## config.mk

```make
export PLATFORM = sky130hd
export DESIGN_NAME = rgen_command_arbiter
export DESIGN_NICKNAME = d
export VERILOG_FILES = /design/src/rtl/rgen_pkg.sv /design/src/rtl/rgen_round_robin_grant.sv /design/src/rtl/rgen_command_arbiter.sv
export SDC_FILE = /design/constraint.sdc
export NUM_CORES = 1
export LEC_CHECK = 0
export ABC_CLOCK_PERIOD_IN_PS = 1630
export BUFFER_PORTS_ARGS = -buffer_cell sky130_fd_sc_hd__clkbuf_2
export CORE_MARGIN = 5
export CORE_UTILIZATION = 44
export DETAILED_ROUTE_END_ITERATION = 10
export PLACE_DENSITY = 0.78
export SYNTH_ARGS = -nofsm -noshare
export SYNTH_HDL_FRONTEND = slang
export SYNTH_SLANG_ARGS = --single-unit
export TNS_END_PERCENT = 20
```

## constraint.sdc

```tcl
create_clock -name clk -period 1.63 [get_ports clk]
set_input_delay 0.163 -clock clk [delete_from_list [all_inputs] [get_ports clk]]
set_output_delay 0.163 -clock clk [all_outputs]
set_load 0.02 [all_outputs]
```

## src/rtl/rgen_pkg.sv

```systemverilog
// Shared types for the rgen register-command blocks: response status codes
// and the command arbiter state encoding.
package rgen_pkg;

    typedef enum logic [1:0] {
        OKAY   = 2'b00,
        EXOKAY = 2'b01,
        SLVERR = 2'b10,
        DECERR = 2'b11
    } rgen_status;

    typedef enum logic [1:0] {
        ARB_IDLE     = 2'b00,
        ARB_BUSY     = 2'b01,
        ARB_RESPONSE = 2'b10
    } rgen_arb_state;

    localparam int unsigned RGEN_TIMEOUT_WIDTH = 16;

endpackage

```

## src/rtl/rgen_round_robin_grant.sv

```systemverilog
// Combinational round-robin pick: the first requester at or after ptr wins,
// wrapping around. Returns a one-hot grant (all zero when idle) and its index.
module rgen_round_robin_grant #(
    parameter  int N  = 2,
    localparam int IW = (N > 1) ? $clog2(N) : 1
) (
    input  logic [N-1:0]  req,
    input  logic [IW-1:0] ptr,
    output logic [N-1:0]  grant,
    output logic [IW-1:0] idx
);

    logic [IW:0] cand;
    logic        found;

    always_comb begin
        grant = '0;
        idx   = '0;
        found = 1'b0;
        cand  = '0;
        for (int i = 0; i < N; i++) begin
            cand = {1'b0, ptr} + (IW+1)'(i);
            if (cand >= (IW+1)'(N)) cand = cand - (IW+1)'(N);
            if (!found && req[cand[IW-1:0]]) begin
                found = 1'b1;
                idx   = cand[IW-1:0];
            end
        end
        if (found) grant[idx] = 1'b1;
    end

endmodule

```

## src/rtl/rgen_command_arbiter.sv

```systemverilog
// Round-robin arbiter sharing one local register command bus between N_HOSTS hosts.
// Optional BUSY timeout is built when RGEN_COMMAND_ARBITER_TIMEOUT_EN is defined.
//
// state        | meaning
// ARB_IDLE     | waiting for a request; latches the winner's command
// ARB_BUSY     | command driven downstream, waiting for the response
// ARB_RESPONSE | one-cycle strobe to the granted host, pointer advances
module rgen_command_arbiter
    import rgen_pkg::*;
#(
    parameter int N_HOSTS        = 2,
    parameter int DATA_WIDTH     = 32,
    parameter int ADDRESS_WIDTH  = 8,
    parameter int TIMEOUT_CYCLES = 255
) (
    input  logic                                    clk,
    input  logic                                    rst_n,
    input  logic [N_HOSTS-1:0]                      i_command_valid,
    input  logic [N_HOSTS-1:0]                      i_write,
    input  logic [N_HOSTS-1:0]                      i_read,
    input  logic [N_HOSTS-1:0][ADDRESS_WIDTH-1:0]   i_address,
    input  logic [N_HOSTS-1:0][DATA_WIDTH-1:0]      i_write_data,
    input  logic [N_HOSTS-1:0][DATA_WIDTH-1:0]      i_write_mask,
    output logic [N_HOSTS-1:0]                      o_response_ready,
    output logic [DATA_WIDTH-1:0]                   o_read_data,
    output logic [1:0]                              o_status,
    output logic                                    o_command_valid,
    output logic                                    o_write,
    output logic                                    o_read,
    output logic [ADDRESS_WIDTH-1:0]                o_address,
    output logic [DATA_WIDTH-1:0]                   o_write_data,
    output logic [DATA_WIDTH-1:0]                   o_write_mask,
    input  logic                                    i_response_ready,
    input  logic [DATA_WIDTH-1:0]                   i_read_data,
    input  logic [1:0]                              i_status
);

    localparam int IW = $clog2(N_HOSTS);

    if (N_HOSTS < 2 || N_HOSTS > 8) begin : g_bad_hosts
        $error("rgen_command_arbiter: N_HOSTS must be 2..8");
    end
    if (TIMEOUT_CYCLES < 1 || TIMEOUT_CYCLES > 65535) begin : g_bad_timeout
        $error("rgen_command_arbiter: TIMEOUT_CYCLES must be 1..65535");
    end

    rgen_arb_state      state;
    logic [IW-1:0]      ptr;
    logic [IW-1:0]      grant_idx;
    logic [N_HOSTS-1:0] win_grant;
    logic [IW-1:0]      win_idx;

`ifdef RGEN_COMMAND_ARBITER_TIMEOUT_EN
    logic [RGEN_TIMEOUT_WIDTH-1:0] tmo_cnt;
`endif

    rgen_round_robin_grant #(.N(N_HOSTS)) u_grant (
        .req   (i_command_valid),
        .ptr   (ptr),
        .grant (win_grant),
        .idx   (win_idx)
    );

    always_ff @(posedge clk or negedge rst_n) begin
        if (!rst_n) begin
            state            <= ARB_IDLE;
            ptr              <= '0;
            grant_idx        <= '0;
            o_command_valid  <= 1'b0;
            o_write          <= 1'b0;
            o_read           <= 1'b0;
            o_address        <= '0;
            o_write_data     <= '0;
            o_write_mask     <= '0;
            o_response_ready <= '0;
            o_read_data      <= '0;
            o_status         <= '0;
`ifdef RGEN_COMMAND_ARBITER_TIMEOUT_EN
            tmo_cnt          <= '0;
`endif
        end else begin
            o_response_ready <= '0;
            case (state)
                ARB_IDLE: begin
                    if (|win_grant) begin
                        grant_idx       <= win_idx;
                        o_write         <= i_write[win_idx];
                        o_read          <= i_read[win_idx];
                        o_address       <= i_address[win_idx];
                        o_write_data    <= i_write_data[win_idx];
                        o_write_mask    <= i_write_mask[win_idx];
                        o_command_valid <= 1'b1;
                        state           <= ARB_BUSY;
`ifdef RGEN_COMMAND_ARBITER_TIMEOUT_EN
                        // down-count: terminal count after TIMEOUT_CYCLES BUSY cycles
                        tmo_cnt         <= RGEN_TIMEOUT_WIDTH'(TIMEOUT_CYCLES - 1);
`endif
                    end
                end
                ARB_BUSY: begin
                    if (i_response_ready) begin
                        o_read_data                 <= i_read_data;
                        o_status                    <= i_status;
                        o_command_valid             <= 1'b0;
                        o_response_ready[grant_idx] <= 1'b1;
                        state                       <= ARB_RESPONSE;
                    end
`ifdef RGEN_COMMAND_ARBITER_TIMEOUT_EN
                    else if (tmo_cnt == '0) begin
                        o_read_data                 <= '0;
                        o_status                    <= SLVERR;
                        o_command_valid             <= 1'b0;
                        o_response_ready[grant_idx] <= 1'b1;
                        state                       <= ARB_RESPONSE;
                    end else begin
                        tmo_cnt <= tmo_cnt - 1'b1;
                    end
`endif
                end
                ARB_RESPONSE: begin
                    ptr   <= (grant_idx == IW'(N_HOSTS - 1)) ? '0 : grant_idx + 1'b1;
                    state <= ARB_IDLE;
                end
                default: state <= ARB_IDLE;
            endcase
        end
    end

endmodule

```

==> results of run 1 <==
## worst max path at each step
stage,end,cells after the start,slack [ns],from
6_report,o_address[2],4,0.21,state[0]
5_1_grt,o_address[2],4,0.15,state[0]
3_3_place_gp,o_write_data[20],5,0.30,i_command_valid[0]
2_1_floorplan,o_read_data[10],4,0.27,state[0]
3_5_place_dp,o_write_data[23],5,0.25,i_command_valid[1]
4_1_cts,o_write_mask[27],4,0.24,state[0]
## logic make-up (layout without fill, tap and decap cells)
family | count (synthesis) | count (layout) | share of synthesized area, %
flip-flops | 115 | 115 | 55.2
buffers and inverters | 64 | 395 | 5.47
multiplexers | 34 | 34 | 7.34
AND/OR/NAND/NOR | 89 | 89 | 8.62
AO/OA/AOI/OAI | 225 | 225 | 23.4
## report_power, final
part	switching [mW]	internal (mW)	total, mW	leakage [nW]
Combinational	4.54	2.58	7.12	2.15
Sequential	0.907	4.30	5.21	1.31
Clock	1.37	2.27	3.65	0.275
Total	6.82	9.16	16.0	3.73
## critical path, stage by stage, from the launching register on
cell,delay [ns]
dfrtp_1,0.42
nor2_4,0.17
and2_4,0.18
buf_12,0.29
a31oi_1,0.18
## per-layer routing
layer | global-route usage [%] | wire (um) | part of all wire (%)
met1 | 31.1 | 6990 | 36
met2 | 48.2 | 10200 | 53
met3 | 6.78 | 1570 | 8.1
met4 | 11.6 | 619 | 3.2
met5 | 0 | 0 | 0
## through the flow
step / utilization [%] / total power, mW / instance area [um2]
after floorplan: - / 9.41 / 5210
after global placement: 59.6 / 11.9 / 6860
after detailed placement: 59.6 / 12.1 / 6860
after CTS: 68.6 / 15.9 / 7900
after global routing: 68.6 / 16.8 / 7900
final: 68.6 / 16.0 / 7900
## cell usage in the layout (no fill, tap or decap)
| cell type | instances |
|---|---|
| or2_2 | 1 |
| clkbuf_16 | 17 |
| nand3b_1 | 1 |
| clkbuf_1 | 2 |
| bufinv_16 | 2 |
| a21oi_1 | 74 |
| nand2b_1 | 2 |
| inv_6 | 3 |
| buf_4 | 11 |
| dlygate4sd3_1 | 45 |
| clkinvlp_4 | 3 |
| nor2b_4 | 1 |
| dfrtp_1 | 115 |
| nor2_4 | 1 |
| clkbuf_2 | 296 |
| o21ai_0 | 77 |
| mux2_2 | 34 |
| nand2b_2 | 1 |
| buf_12 | 8 |
| nor2_1 | 2 |
| nand2_1 | 4 |
| inv_1 | 2 |
| clkinv_4 | 5 |
| and2_4 | 1 |
| a31oi_1 | 74 |
| inv_2 | 1 |
| nand3_1 | 75 |
## flip-flops by register name, summed over array words and instances (netlist names)
name / cells
o_write_data: 32
o_command_valid: 1
o_status: 2
o_write: 1
o_read: 1
o_write_mask: 32
state: 2
o_address: 8
o_read_data: 32
ptr: 1
o_response_ready: 2
grant_idx: 1
## layout make-up
cell class	instances	area, um2
inverters	3	11.3
clock buffers	19	433
repair buffers	360	2170
flip-flops and latches	115	2880
multi-input cells	348	2070
fillers	850	3620
well taps	143	179
clock inverters	13	153
## what timing repair did
item	4_1_cts	5_1_grt
hold buffers	45	0
hold endpoints to repair	158	0
buffers inserted	0	0
==> impl_results.md, run 1 <==
* Status: completed
* GRT Util Overall at 27.1%
* Number of global-route vias before repair at slightly above 6000
* Input/output buffers at roughly 300
* Top-area cell type share of the netlist area at a little under three fifths
* PD cells at around 2000 nW/um2
* Reg clk slew, reported paths at ~0.06 ns
* Core region area at around 12000 um2
* Period utilization at just under 90%
* LEAKAGE at approximately 3.7 nW
* Number of enable flip-flop cells after synthesis at 0
* Asr flop ratio synth at 100%
* R2r startpoint: state[0]
* Clock Latency Late Sink at a little over 0.4 ns
* Startpoint types: register
* Ys flop type: dfrtp_1
* Avg Cell Area, Syn at approximately 10 um2
* Total CTS buffers at 17
* Pre-CTS setup slack at around 0.25 ns
* Syn-to-layout area delta at 51.5%
* # DRC at 0
* Slew Viols, Final at 0
* Peak VDD IR at 1.01 mV
* Worst flop-to-flop path endpoint: o_address[2]
* Critical path class: register to register
* Endpoints failing setup at 0
* Crit path required time at 1.88 ns
* Tightest Pin Transition at 0.598 ns
* Drt first pass iters at 5
* #FFs+latches synth at 115
* FMAX at slightly above 700 MHz
* Ys Warns at 0
* Commonest cells in the netlist: dfrtp_1, o21ai_0, nand3_1, a21oi_1, a31oi_1
* Yosys top cell by area: dfrtp_1
* Clock Tree Root: clkbuf_16
* Hold Crit Class: input pin to register
* Resize count post-CTS at 0
* Share of layout cells above drive strength 1 at between 40 and 50%
* Routability congestion estimate at around 0.85
* Cell count of the worst reg-to-reg path at 4
* Critical Path AT at approximately 1.7 ns
* Num rows at 39
* Mapped Cells at around 530
* Critical path endpoint category: register
* Worst-path fanout max at 75
* Initial cell density of the core at 45.3%
* Skew final at 0.0104 ns
* Fin crit period at 1.42 ns
* Diodes inserted at 0
* Via count at just under 6000
* First-pass GRT wire length at 30800 um
* Final wirelength at ~19000 um
* Final hold vios at 0
* Flop2flop setup slack at roughly 0.21 ns
* RSZ-0062 raised after global routing: false
* 1st-iter DRT viols at 539
* Die area at 14100 um2
* Max clock buf depth at 2
* Slew headroom at approximately three fifths
* Max-cap violations at 0
* Via/cell ratio at between 5 and 6
* Register area share after synthesis at approximately 55%
* Dpl cells at ~920
* Routed Antenna Nets at 0
* Final non-filler cell total at between 1000 and 1500
* Setup total negative slack at 0 ns
* Number of H-tree levels at 4
* Fin nets at 1032
* Die span in y at 119 um
* Largest net degree at the start of global routing at around 120
* Dpl hpwl at 12900 um
* CTS tree: yes
* I/O pins at 298
* DR WL/cell at 19.4 um
* Hold-critical path depth at 3
* Overflow left after global routing at 0
* Clock Sinks at approximately 120
* Hold Crit Endpoint: o_write_mask[30]
* Top-count cell post-synth: dfrtp_1
* Ranking of synthesized cells by area: dfrtp_1, a31oi_1, o21ai_0
* Worst hold slack at approximately 0.018 ns
* Syn nets at 714
* DIE WIDTH at about 120 um
* Yosys cell types at 20
* Number of antenna violations at the first check in global routing at 0
* Mapped cell area at 5210 um2
* HP Start: i_write_mask[30]
* Worst setup margin at between 0.2 and 0.25 ns
Note: power is estimated with default switching activity, not from simulation.
==> inputs of run 2 (changes only) <==
- CELL_PAD_IN_SITES_DETAIL_PLACEMENT: unset -> 1
- CELL_PAD_IN_SITES_GLOBAL_PLACEMENT: unset -> 2
- CORE_UTILIZATION: 44 -> 25
- PLACE_DENSITY: 0.78 -> 0.79
==> run 2 against run 1 <==
Effect of this change:
- die area rose by 69%
- non-clock buffer count rose by 53
- clock skew shrank 0.00091 ns
- sequential power fell by 1%
- fmax grew 1.4%
- largest cell class unchanged
- largest power group unchanged
==> impl_results.md, run 2 (synthesis gave the netlist of run 1 again) <==
* Critical path endpoint category: register
* CTS tree: yes
* LEAKAGE at 3.99 nW (+6.7%)
* Core region area at 20400 um2 (+77%)
* Hold Crit Class: input pin to register
* First-pass GRT wire length at 35100 um (+14%)
* Share of layout cells above drive strength 1 at 42.8% (-2.1 points)
* Setup total negative slack at 0 ns (unchanged)
* Most common cell after layout, fill and taps aside: clkbuf_2
* Clock Latency Late Sink at 0.41 ns (about the same)
* Most frequent cells in the layout: clkbuf_2, dfrtp_1, dlygate4sd3_1
* Final wirelength at 22400 um (+15%)
* Drt first pass iters at 4 (-1)
* Via count at 5754 (-0.55%)
* Tightest Pin Transition at 0.414 ns (-0.185 ns)
* Overflow left after global routing at 0 (unchanged)
* Hold Crit Endpoint: o_write_data[5]
* 1st-iter DRT viols at 203 (-62%)
* Total CTS buffers at 17 (unchanged)
* RSZ-0062 raised after global routing: false
* Cell count of the worst reg-to-reg path at 4 (unchanged)
* Via/cell ratio at 4.87 (-16%)
* Number of global-route vias before repair at 6286 (+4.0%)
* PD cells at 1890 nW/um2 (-6.8%)
* Routed Antenna Nets at 0 (unchanged)
* I/O pins at 298 (unchanged)
* DR WL/cell at 18.9 um (-2.3%)
* Slew Viols, Final at 0 (unchanged)
* DIE WIDTH at 154 um (+30%)
* Fin crit period at 1.40 ns (-0.0201 ns)
* Number of H-tree levels at 4 (unchanged)
* Diodes inserted at 0 (unchanged)
* FMAX at 717 MHz (+1.4%)
* Input/output buffers at 297 (unchanged)
* Fin nets at 1085 (+5.1%)
* # DRC at 0 (unchanged)
* Die area at 23800 um2 (+69%)
* Max-cap violations at 0 (unchanged)
* GRT Util Overall at 18.3% (-8.9 points)
* Final hold vios at 0 (unchanged)
* CP Cell Sequence: nor2_4 > buf_4 > a21oi_1 > a31oi_1
* WP buf/inv at 1 (unchanged)
* Die span in y at 154 um (+30%)
* Hold-critical path depth at 3 (unchanged)
* Routability congestion estimate at 0.755 (-11%)
* Crit path required time at 1.95 ns (+0.07 ns)
* Slew headroom at 72.4% (+12 points)
* Num rows at 52 (+33%)
* Startpoint types: register
* Resize count post-CTS at 0 (unchanged)
* Post-CTS setup buffers at 0 (unchanged)
* Clock Tree Root: clkbuf_16
* Endpoints failing setup at 0 (unchanged)
* R2r startpoint: state[0]
* Critical Path AT at 1.72 ns (+0.06 ns)
* Initial cell density of the core at 25.6% (-20 points)
* Reg clk slew, reported paths at 0.07 ns (about the same)
* Skew final at 0.00944 ns (-0.000908 ns)
* CTS Hold Bufs at 95 (+110%)
* Largest net degree at the start of global routing at 76 (-34%)
* Worst setup margin at 0.234 ns (+0.0201 ns)
* Max clock buf depth at 2 (unchanged)
* Worst flop-to-flop path endpoint: o_write_mask[25]
* Syn-to-layout area delta at 65.8%
* Worst-path fanout max at 36 (-52%)
* Pre-CTS setup slack at 0.229 ns (-0.0170 ns)
* Critical path class: register to register
* Flop2flop setup slack at 0.23 ns (+0.02 ns)
* Period utilization at 85.6% (-1.2 points)
* Number of antenna violations at the first check in global routing at 0 (unchanged)
* Max incr delay on CP at 0.43 ns (about the same)
* Dpl hpwl at 14900 um (+16%)
* Peak VDD IR at 0.625 mV (-38%)
* Top delay family on crit path: flip-flops
* Leading registers by flop count: o_read_data: 32 flops, o_write_data: 32 flops, o_write_mask: 32 flops
* HP Start: i_write_data[37]
* Status: completed
* Clock Sinks at 115 (unchanged)
* Slowest cell on the critical path: dfrtp_1
* # fillers at 2373 (+180%)
## run 2: cell count changes in the layout (fill, tap and decap cells not counted)
cell / change
inv_8: +3
clkinv_8: +1
inv_6: +3
bufinv_16: -1
buf_4: -2
buf_12: +5
dlygate4sd3_1: +50
clkbuf_1: -2
clkinv_4: -4
## run 2: worst max path at each step
| stage | from | endpoint | slack (ns) | cells past startpoint |
|---|---|---|---|---|
| 2_1_floorplan | state[0] | o_read_data[10] | 0.27 | 4 |
| 3_3_place_gp | state[0] | o_write_data[18] | 0.28 | 4 |
| 3_5_place_dp | state[0] | o_write_data[18] | 0.23 | 4 |
| 4_1_cts | state[0] | o_write_mask[25] | 0.22 | 4 |
| 5_1_grt | state[0] | o_write_mask[25] | 0.14 | 4 |
| 6_report | state[0] | o_write_mask[25] | 0.23 | 4 |
## run 2: tightest hold or removal path: stages
cell      delay, ns
clkbuf_2       0.08
nand3_1        0.07
a31oi_1        0.08
## run 2: layout make-up
cell class / instances / area (um2) / share of cell area, %
clock buffers: 17 / 425 / 4.92
flip-flops and latches: 115 / 2880 / 33.3
clock inverters: 15 / 164 / 1.90
well taps: 270 / 338 / 3.91
repair buffers: 413 / 2760 / 31.9
multi-input cells: 348 / 2070 / 23.9
inverters: 3 / 11.3 / 0.130
## run 2: through the flow
| stage | total power [mW] | instance area [um2] | std cells | hold WS (ns) | util, % |
|---|---|---|---|---|---|
| after global routing | 17.4 | 8640 | 1181 | 0.00830 | 42.4 |
| final | 16.3 | 8640 | 1181 | 0.0169 | 42.4 |
| after detailed placement | 12.5 | 7100 | 1054 | 0.0951 | 34.9 |
| after global placement | 12.3 | 7100 | 1054 | 0.0955 | 34.9 |
| after floorplan | 9.41 | 5210 | 527 | -0.133 | - |
| after CTS | 16.5 | 8640 | 1181 | 0.0000807 | 42.4 |
## run 2: where the power goes
group / internal (mW) / switching (mW) / leakage, nW
Combinational: 2.79 / 4.64 / 2.39
Sequential: 4.30 / 0.841 / 1.31
Clock: 2.17 / 1.57 / 0.280
## run 2: routing by layer
layer | up-vias | global-route usage, % | part of all wire (%)
li1 | 2705 | - | -
met1 | 2802 | 23.2 | 43
met2 | 224 | 30.4 | 49
met3 | 23 | 5.36 | 6.8
met4 | 0 | 4.88 | 1.6
met5 | - | 0 | 0
